## config.mk

```make
export PLATFORM = sky130hd
export DESIGN_NAME = irq_arbiter
export DESIGN_NICKNAME = d
export VERILOG_FILES = /design/src/rtl/irq_arbiter.sv
export SDC_FILE = /design/constraint.sdc
export NUM_CORES = 1
export LEC_CHECK = 0
export BUFFER_PORTS_ARGS = -buffer_cell sky130_fd_sc_hd__buf_4
export CORE_AREA = 4 4 94 96
export DETAILED_ROUTE_END_ITERATION = 16
export DIE_AREA = 0 0 98 100
export GPL_TIMING_DRIVEN = 0
export PLACE_DENSITY_LB_ADDON = 0.05
export SLEW_MARGIN = 10
export SYNTH_ARGS = -nofsm -noshare
export SYNTH_HDL_FRONTEND = slang
export SYNTH_SLANG_ARGS = --single-unit
export TNS_END_PERCENT = 5
```

## constraint.sdc

```tcl
create_clock -name clk -period 2.55 [get_ports clk]
set_input_delay 0.1275 -clock clk [delete_from_list [all_inputs] [get_ports clk]]
set_output_delay 0.1275 -clock clk [all_outputs]
set_load 0.005 [all_outputs]
```

## src/rtl/irq_arbiter.sv

```systemverilog
// Interrupt/trap sequencer between the CLINT and EX: accepts one event in IDLE,
// stalls the pipeline, writes mepc/mcause/mstatus (or mstatus for mret) and redirects fetch.
module irq_arbiter #(
  parameter int          XLEN        = 32,
  parameter logic [11:0] CSR_MSTATUS = 12'h300,
  parameter logic [11:0] CSR_MEPC    = 12'h341,
  parameter logic [11:0] CSR_MCAUSE  = 12'h342
) (
  input  logic            clk,
  input  logic            rst,
  input  logic            timer_irq_i,
  input  logic            soft_irq_i,
  input  logic            ext_irq_i,
  input  logic            inst_valid_i,
  input  logic [XLEN-1:0] inst_addr_i,
  input  logic            ecall_i,
  input  logic            ebreak_i,
  input  logic            mret_i,
  input  logic [XLEN-1:0] mstatus_i,
  input  logic [XLEN-1:0] mie_i,
  input  logic [XLEN-1:0] mtvec_i,
  input  logic [XLEN-1:0] mepc_i,
  output logic            hold_o,
  output logic            csr_we_o,
  output logic [11:0]     csr_waddr_o,
  output logic [XLEN-1:0] csr_wdata_o,
  output logic            jump_o,
  output logic [XLEN-1:0] jump_addr_o
);

  typedef enum logic [2:0] {
    IDLE, WR_MEPC, WR_MCAUSE, WR_MSTATUS, MRET_WR, JUMP
  } state_t;

  state_t          state_q;
  logic [XLEN-1:0] epc_q;
  logic [XLEN-1:0] cause_q;
  logic            is_mret_q;

  logic            accept_trap;
  logic            accept_mret;
  logic [XLEN-1:0] cause_d;
  logic [XLEN-1:0] trap_mstatus;
  logic [XLEN-1:0] mret_mstatus;
  logic            unused_bits;

  // Only the MSIE/MTIE/MEIE bits of mie and the aligned part of mtvec matter.
  assign unused_bits = ^{mie_i, mtvec_i[1:0]};

  always_comb begin
    accept_trap = 1'b0;
    accept_mret = 1'b0;
    cause_d     = '0;
    if (state_q == IDLE && inst_valid_i && !rst) begin
      if (ecall_i) begin
        accept_trap = 1'b1;
        cause_d     = XLEN'(11);
      end else if (ebreak_i) begin
        accept_trap = 1'b1;
        cause_d     = XLEN'(3);
      end else if (mret_i) begin
        accept_mret = 1'b1;
      end else if (mstatus_i[3] && mie_i[11] && ext_irq_i) begin
        accept_trap = 1'b1;
        cause_d     = {1'b1, (XLEN-1)'(11)};
      end else if (mstatus_i[3] && mie_i[3] && soft_irq_i) begin
        accept_trap = 1'b1;
        cause_d     = {1'b1, (XLEN-1)'(3)};
      end else if (mstatus_i[3] && mie_i[7] && timer_irq_i) begin
        accept_trap = 1'b1;
        cause_d     = {1'b1, (XLEN-1)'(7)};
      end
    end
  end

  always_comb begin
    trap_mstatus    = mstatus_i;
    trap_mstatus[7] = mstatus_i[3];
    trap_mstatus[3] = 1'b0;
    mret_mstatus    = mstatus_i;
    mret_mstatus[3] = mstatus_i[7];
    mret_mstatus[7] = 1'b1;
  end

  always_ff @(posedge clk) begin
    if (rst) begin
      state_q   <= IDLE;
      epc_q     <= '0;
      cause_q   <= '0;
      is_mret_q <= 1'b0;
    end else begin
      case (state_q)
        IDLE: begin
          if (accept_trap) begin
            epc_q     <= inst_addr_i;
            cause_q   <= cause_d;
            is_mret_q <= 1'b0;
            state_q   <= WR_MEPC;
          end else if (accept_mret) begin
            epc_q     <= inst_addr_i;
            is_mret_q <= 1'b1;
            state_q   <= MRET_WR;
          end
        end
        WR_MEPC:    state_q <= WR_MCAUSE;
        WR_MCAUSE:  state_q <= WR_MSTATUS;
        WR_MSTATUS: state_q <= JUMP;
        MRET_WR:    state_q <= JUMP;
        JUMP:       state_q <= IDLE;
        default:    state_q <= IDLE;
      endcase
    end
  end

  // Write strobes and redirect decode straight from the state flop; mstatus/mepc
  // are taken live in the cycle they are used.
  always_comb begin
    csr_we_o    = 1'b0;
    csr_waddr_o = '0;
    csr_wdata_o = '0;
    jump_o      = 1'b0;
    jump_addr_o = '0;
    case (state_q)
      WR_MEPC: begin
        csr_we_o    = 1'b1;
        csr_waddr_o = CSR_MEPC;
        csr_wdata_o = epc_q;
      end
      WR_MCAUSE: begin
        csr_we_o    = 1'b1;
        csr_waddr_o = CSR_MCAUSE;
        csr_wdata_o = cause_q;
      end
      WR_MSTATUS: begin
        csr_we_o    = 1'b1;
        csr_waddr_o = CSR_MSTATUS;
        csr_wdata_o = trap_mstatus;
      end
      MRET_WR: begin
        csr_we_o    = 1'b1;
        csr_waddr_o = CSR_MSTATUS;
        csr_wdata_o = mret_mstatus;
      end
      JUMP: begin
        jump_o      = 1'b1;
        jump_addr_o = is_mret_q ? mepc_i : {mtvec_i[XLEN-1:2], 2'b00};
      end
      default: ;
    endcase
  end

  assign hold_o = (state_q != IDLE) || accept_trap || accept_mret;

endmodule

```

* After elaboration in Yosys (flattened, before gate mapping) *
Cells that the tools add are included.

word-level totals
  logic and storage cells = 59
  flip-flop bits (word level) = 68

cells by class
  equality and inequality tests = 6
  reductions and logical operators = 18
  mux-type cells = 31

operators by type and width
  kind                  count
  $mux W32              11
  $pmux W32 S4          1
  $pmux W10 S3          1
  $mux W1               15
  $pmux W3 S4           1
  $logic_and A1 B1 Y1   8
  $eq A3 B2 Y1 const B  2
  $eq A3 B3 Y1 const B  2
  $mux W3               2
  $reduce_and A2 Y1     2
  $reduce_or A4 Y1      1
  $eq A3 B1 Y1 const B  1
  $logic_not A3 Y1      1
  $ne A3 B3 Y1 const B  1
  $reduce_bool A3 Y1    1
  $logic_or A1 B1 Y1    2
  $reduce_bool A2 Y1    1
  $reduce_or A2 Y1      1
  $logic_not A1 Y1      1

* Depth between registers and ports, before layout *
  depth in word-level cells = 11
  depth in mapped cells = 7
  mapped depth without buffers = 4

* Worst setup path after synthesis *
No wires, ideal clock.

  kind = in2reg
  start = in timer_irq_i
  end = reg epc_q[0]
  data arrival time = 1,532 ps
  cell stages on the path = 5
  required time = 2,429 ps
  setup time = 121 ps
  slack = 897 ps
  buffers on the path = 1
  cell sequence = a222oi_1 nor2b_1 o31ai_4 buf_6 mux2_2

on the way
  cells in the longest elaborated chain, start to end = 10

ends and longest elaborated chain
  element                       line  source
  from (decl)                   11    input logic timer_irq_i,
  $logic_and A1 B1 Y1 *         69    end else if (mstatus_i[3] && mie_i[7] && timer_irq_i) begin
  $mux W1 *                     69
  $mux W1 *                     66    end else if (mstatus_i[3] && mie_i[3] && soft_irq_i) begin
  $mux W1 *                     63    end else if (mstatus_i[3] && mie_i[11] && ext_irq_i) begin
  $mux W1 *                     61    end else if (mret_i) begin
  $mux W1 *                     58    end else if (ebreak_i) begin
  $mux W1 *                     55    if (ecall_i) begin
  $mux W1 *                     54    if (state_q == IDLE && inst_valid_i && !rst) begin
  $reduce_bool A2 Y1 (no line)  --
  $reduce_and A2 Y1 (no line)   --
  to (signal assigned)          95    epc_q <= inst_addr_i;
  to (signal assigned)          100   epc_q <= inst_addr_i;
  to (decl)                     36    logic [XLEN-1:0] epc_q;

Mark *: on every way between the ends. The rest lies on a longest branch, timed or not.
A chain may end at the register's enable or synchronous reset.

* Worst setup path after layout *
  start = reg state_q[2]
  end = out csr_wdata_o[27]

on the way
  cells in the longest elaborated chain, start to end = 2

ends and longest elaborated chain
  element                                     line  source
  from (decl)                                 35    state_t state_q;
  from (signal assigned)                      87    state_q <= IDLE;
  from (signal assigned)                      98    state_q <= WR_MEPC;
  from (signal assigned)                      102   state_q <= MRET_WR;
  $eq A3 B3 Y1, or another cell as far along  123   case (state_q)
  $pmux W32 S4 *                              123
  to (decl)                                   26    output logic [XLEN-1:0] csr_wdata_o,

Marks and branches as above.

==> out/results.ini <==
[synthesis]
synth_area_um2=2640
ys_types=35
synth.yosys.warnings=0
ys_seq_area_frac=0.303
synthCells=297
synth_seq_cells=40
synth_area_per_cell_um2=8.90

[placement]
dp.cells=617
place_hpwl_um=8300
gp_congestion=0.925
port_buffers=209

[min_path]
hp-start=inst_addr_i[21]
worstHoldPathCells=2
min_path_type=in2reg
whs_endpoint=epc_q[21]

[sta]
worstMarginPinSlew_ns=0.825
relSlewSlack=0.448
rsz0062_at_grt=no
post-route-min-period_ns=2.37
period_share=0.930
finClkSkew_ns=0.00642
maxSlewViolCount=0
hold_violations=0
finalSetupTns_ns=0
max_freq_ghz=0.422
setup_viol=0

[clocking]
cts_hold_buf=0
cts_setup_buffers=0
path_clk_slew_ns=0.07
numCtsBuffers=5
clkLatencyLatePin_ns=0.29
htree_levels=2
clock_path_buffers=2
cts_tree=done
cts_resized=0
cts.sinks=40
cts_root_buf=clkbuf_8

[worst_setup_path]
critPathKind=reg2out
timing.rr.end=epc_q[25]
crit_path_max_fanout=10
crit_path_start_kind=register
reg2reg_from=state_q[1]
cp.required_ns=2.42
crit_path_end_kind=output pin
reg2reg_depth=7
rrSetupSlack_ns=0.64
crit_arrival_ns=2.24

[floorplanning]
row_count=33
die_area_um2=9800
coreArea_um2=8050
die-height_um=100
ios=248
start_util=0.328
die_w_um=98

[layout]
fill_cells=791
synthToLayoutAreaGrowth_pct=68.8
mostFrequentLayoutCells=217 x buf_4, 40 x dfxtp_1, 37 x nor2_1
antenna_cells=0
mostFrequentLayoutCell=buf_4
drive_gt1_frac=0.513
fin_cells=625
fin_nets=688

[power]
ir_drop_v=0.000276
powerDensity_nw_per_um2=408
leakagePower_uw=0.00221
p_total_uw=1820

[global_routing]
grt_use_total=0.193
antenna_found_initial=1
grt_max_degree=13
grt_pass1_vias=2826
grt_pass1_wl_um=15200
grt_overflow=0

[drt]
vias=2917
vias_per_cell=4.67
first_pass_iters=4
avgRoutedWirePerCell_um=16.1
initialDrtViolationCount=32
ant_nets=0
drc_errors=0
wl_um=10100

[job]
max-cap-violations=0

[status]
status=finished, final reports clean

## kinds of logic (layout without fill, tap and decap cells)
family | count (synthesis) | in the layout | share of synthesized area
compound gates | 55 | 55 | 0.163
buf+inv | 35 | 252 | 0.0701
flops | 40 | 40 | 0.303
mux | 67 | 67 | 0.271
other cells | 1 | 7 | 0.00142
simple gates | 99 | 99 | 0.192
## how the worst max path moves through the flow
stage / startpoint / endpoint / slack (ns) / cells past startpoint
after global routing: state_q[2] / csr_wdata_o[27] / 0.007 / 5
after detailed placement: state_q[2] / csr_wdata_o[27] / 0.44 / 5
after CTS: state_q[2] / csr_wdata_o[27] / 0.12 / 5
after floorplan: timer_irq_i / epc_q[0] / 0.90 / 5
after global placement: state_q[2] / csr_wdata_o[12] / 0.43 / 5
final: state_q[2] / csr_wdata_o[27] / 0.18 / 5
## critical path: stages (launching register included)
cell	delay, ns
dfxtp_1	0.35
nand2b_1	0.16
nor2_1	0.63
clkbuf_1	0.48
a22o_1	0.21
buf_4	0.12
## metrics by stage
stage	instance area [um^2]	hold WS (ns)	util	setup WS [ns]
2_1_floorplan	2670	0.252	-	0.897
3_3_place_gp	4370	0.336	0.542	0.428
3_5_place_dp	4370	0.343	0.542	0.444
4_1_cts	4460	0.0352	0.554	0.119
5_1_grt	4460	0.0274	0.554	0.00729
6_report	4460	0.0448	0.554	0.179
## cells in the mapped netlist
library cell	n	area, um^2
nor2_1	37	139
mux2i_1	31	310
nand2b_1	4	25.0
buf_1	3	11.3
a21oi_1	3	15.0
mux2_2	34	383
a22oi_1	5	37.5
nand3b_1	2	15.0
clkbuf_1	16	60.1
nor3_1	1	5.00
o21ai_0	9	45.0
or3_1	1	6.26
a31oi_1	2	12.5
a211oi_1	4	30.0
or2_2	4	25.0
and3b_1	1	8.76
o22ai_1	1	6.26
and3_1	2	12.5
a21boi_0	1	7.51
inv_1	4	15.0
o211a_1	1	10.0
o31ai_4	1	21.3
o21a_1	1	7.51
and2_1	1	6.26
buf_2	1	5.00
buf_6	3	33.8
mux2_1	2	22.5
a222oi_1	1	10.0
nor2b_1	35	219
conb_1	1	3.75
nor3b_1	1	7.51
nand2_1	10	37.5
a22o_1	26	228
dfxtp_1	40	801
buf_4	8	60.1
## registers in the layout, indices dropped and copies added, names as in the netlist
| signal | cells |
|---|---|
| state_q | 3 |
| is_mret_q | 1 |
| cause_q | 4 |
| epc_q | 32 |
## layer usage
metal | GRT usage | vias up | part of all wire
met1 | 0.227 | 1306 | 0.40
met3 | 0.0577 | 10 | 0.089
li1 | - | 1473 | -
met4 | 0.0469 | 2 | 0.011
met2 | 0.345 | 126 | 0.50
met5 | 0 | - | 0.0013
## cell type report
class | instances | area, um^2 | area share
multi-input combinational | 228 | 1680 | 0.377
sequential | 40 | 801 | 0.180
timing repair buffer | 209 | 1570 | 0.352
inverter | 4 | 15.0 | 0.00337
tap | 105 | 131 | 0.0295
buffer | 31 | 170 | 0.0382
clock inverter | 1 | 7.51 | 0.00168
clock buffer | 7 | 86.3 | 0.0194
## power breakdown
group	total (uW)	leakage (uW)	switching, uW	internal [uW]
Sequential	724	0.000329	34.3	690
Clock	439	0.0000445	219	220
Combinational	655	0.00183	257	398
Total	1820	0.00221	511	1310
Note: power is estimated with default switching activity, not from simulation.
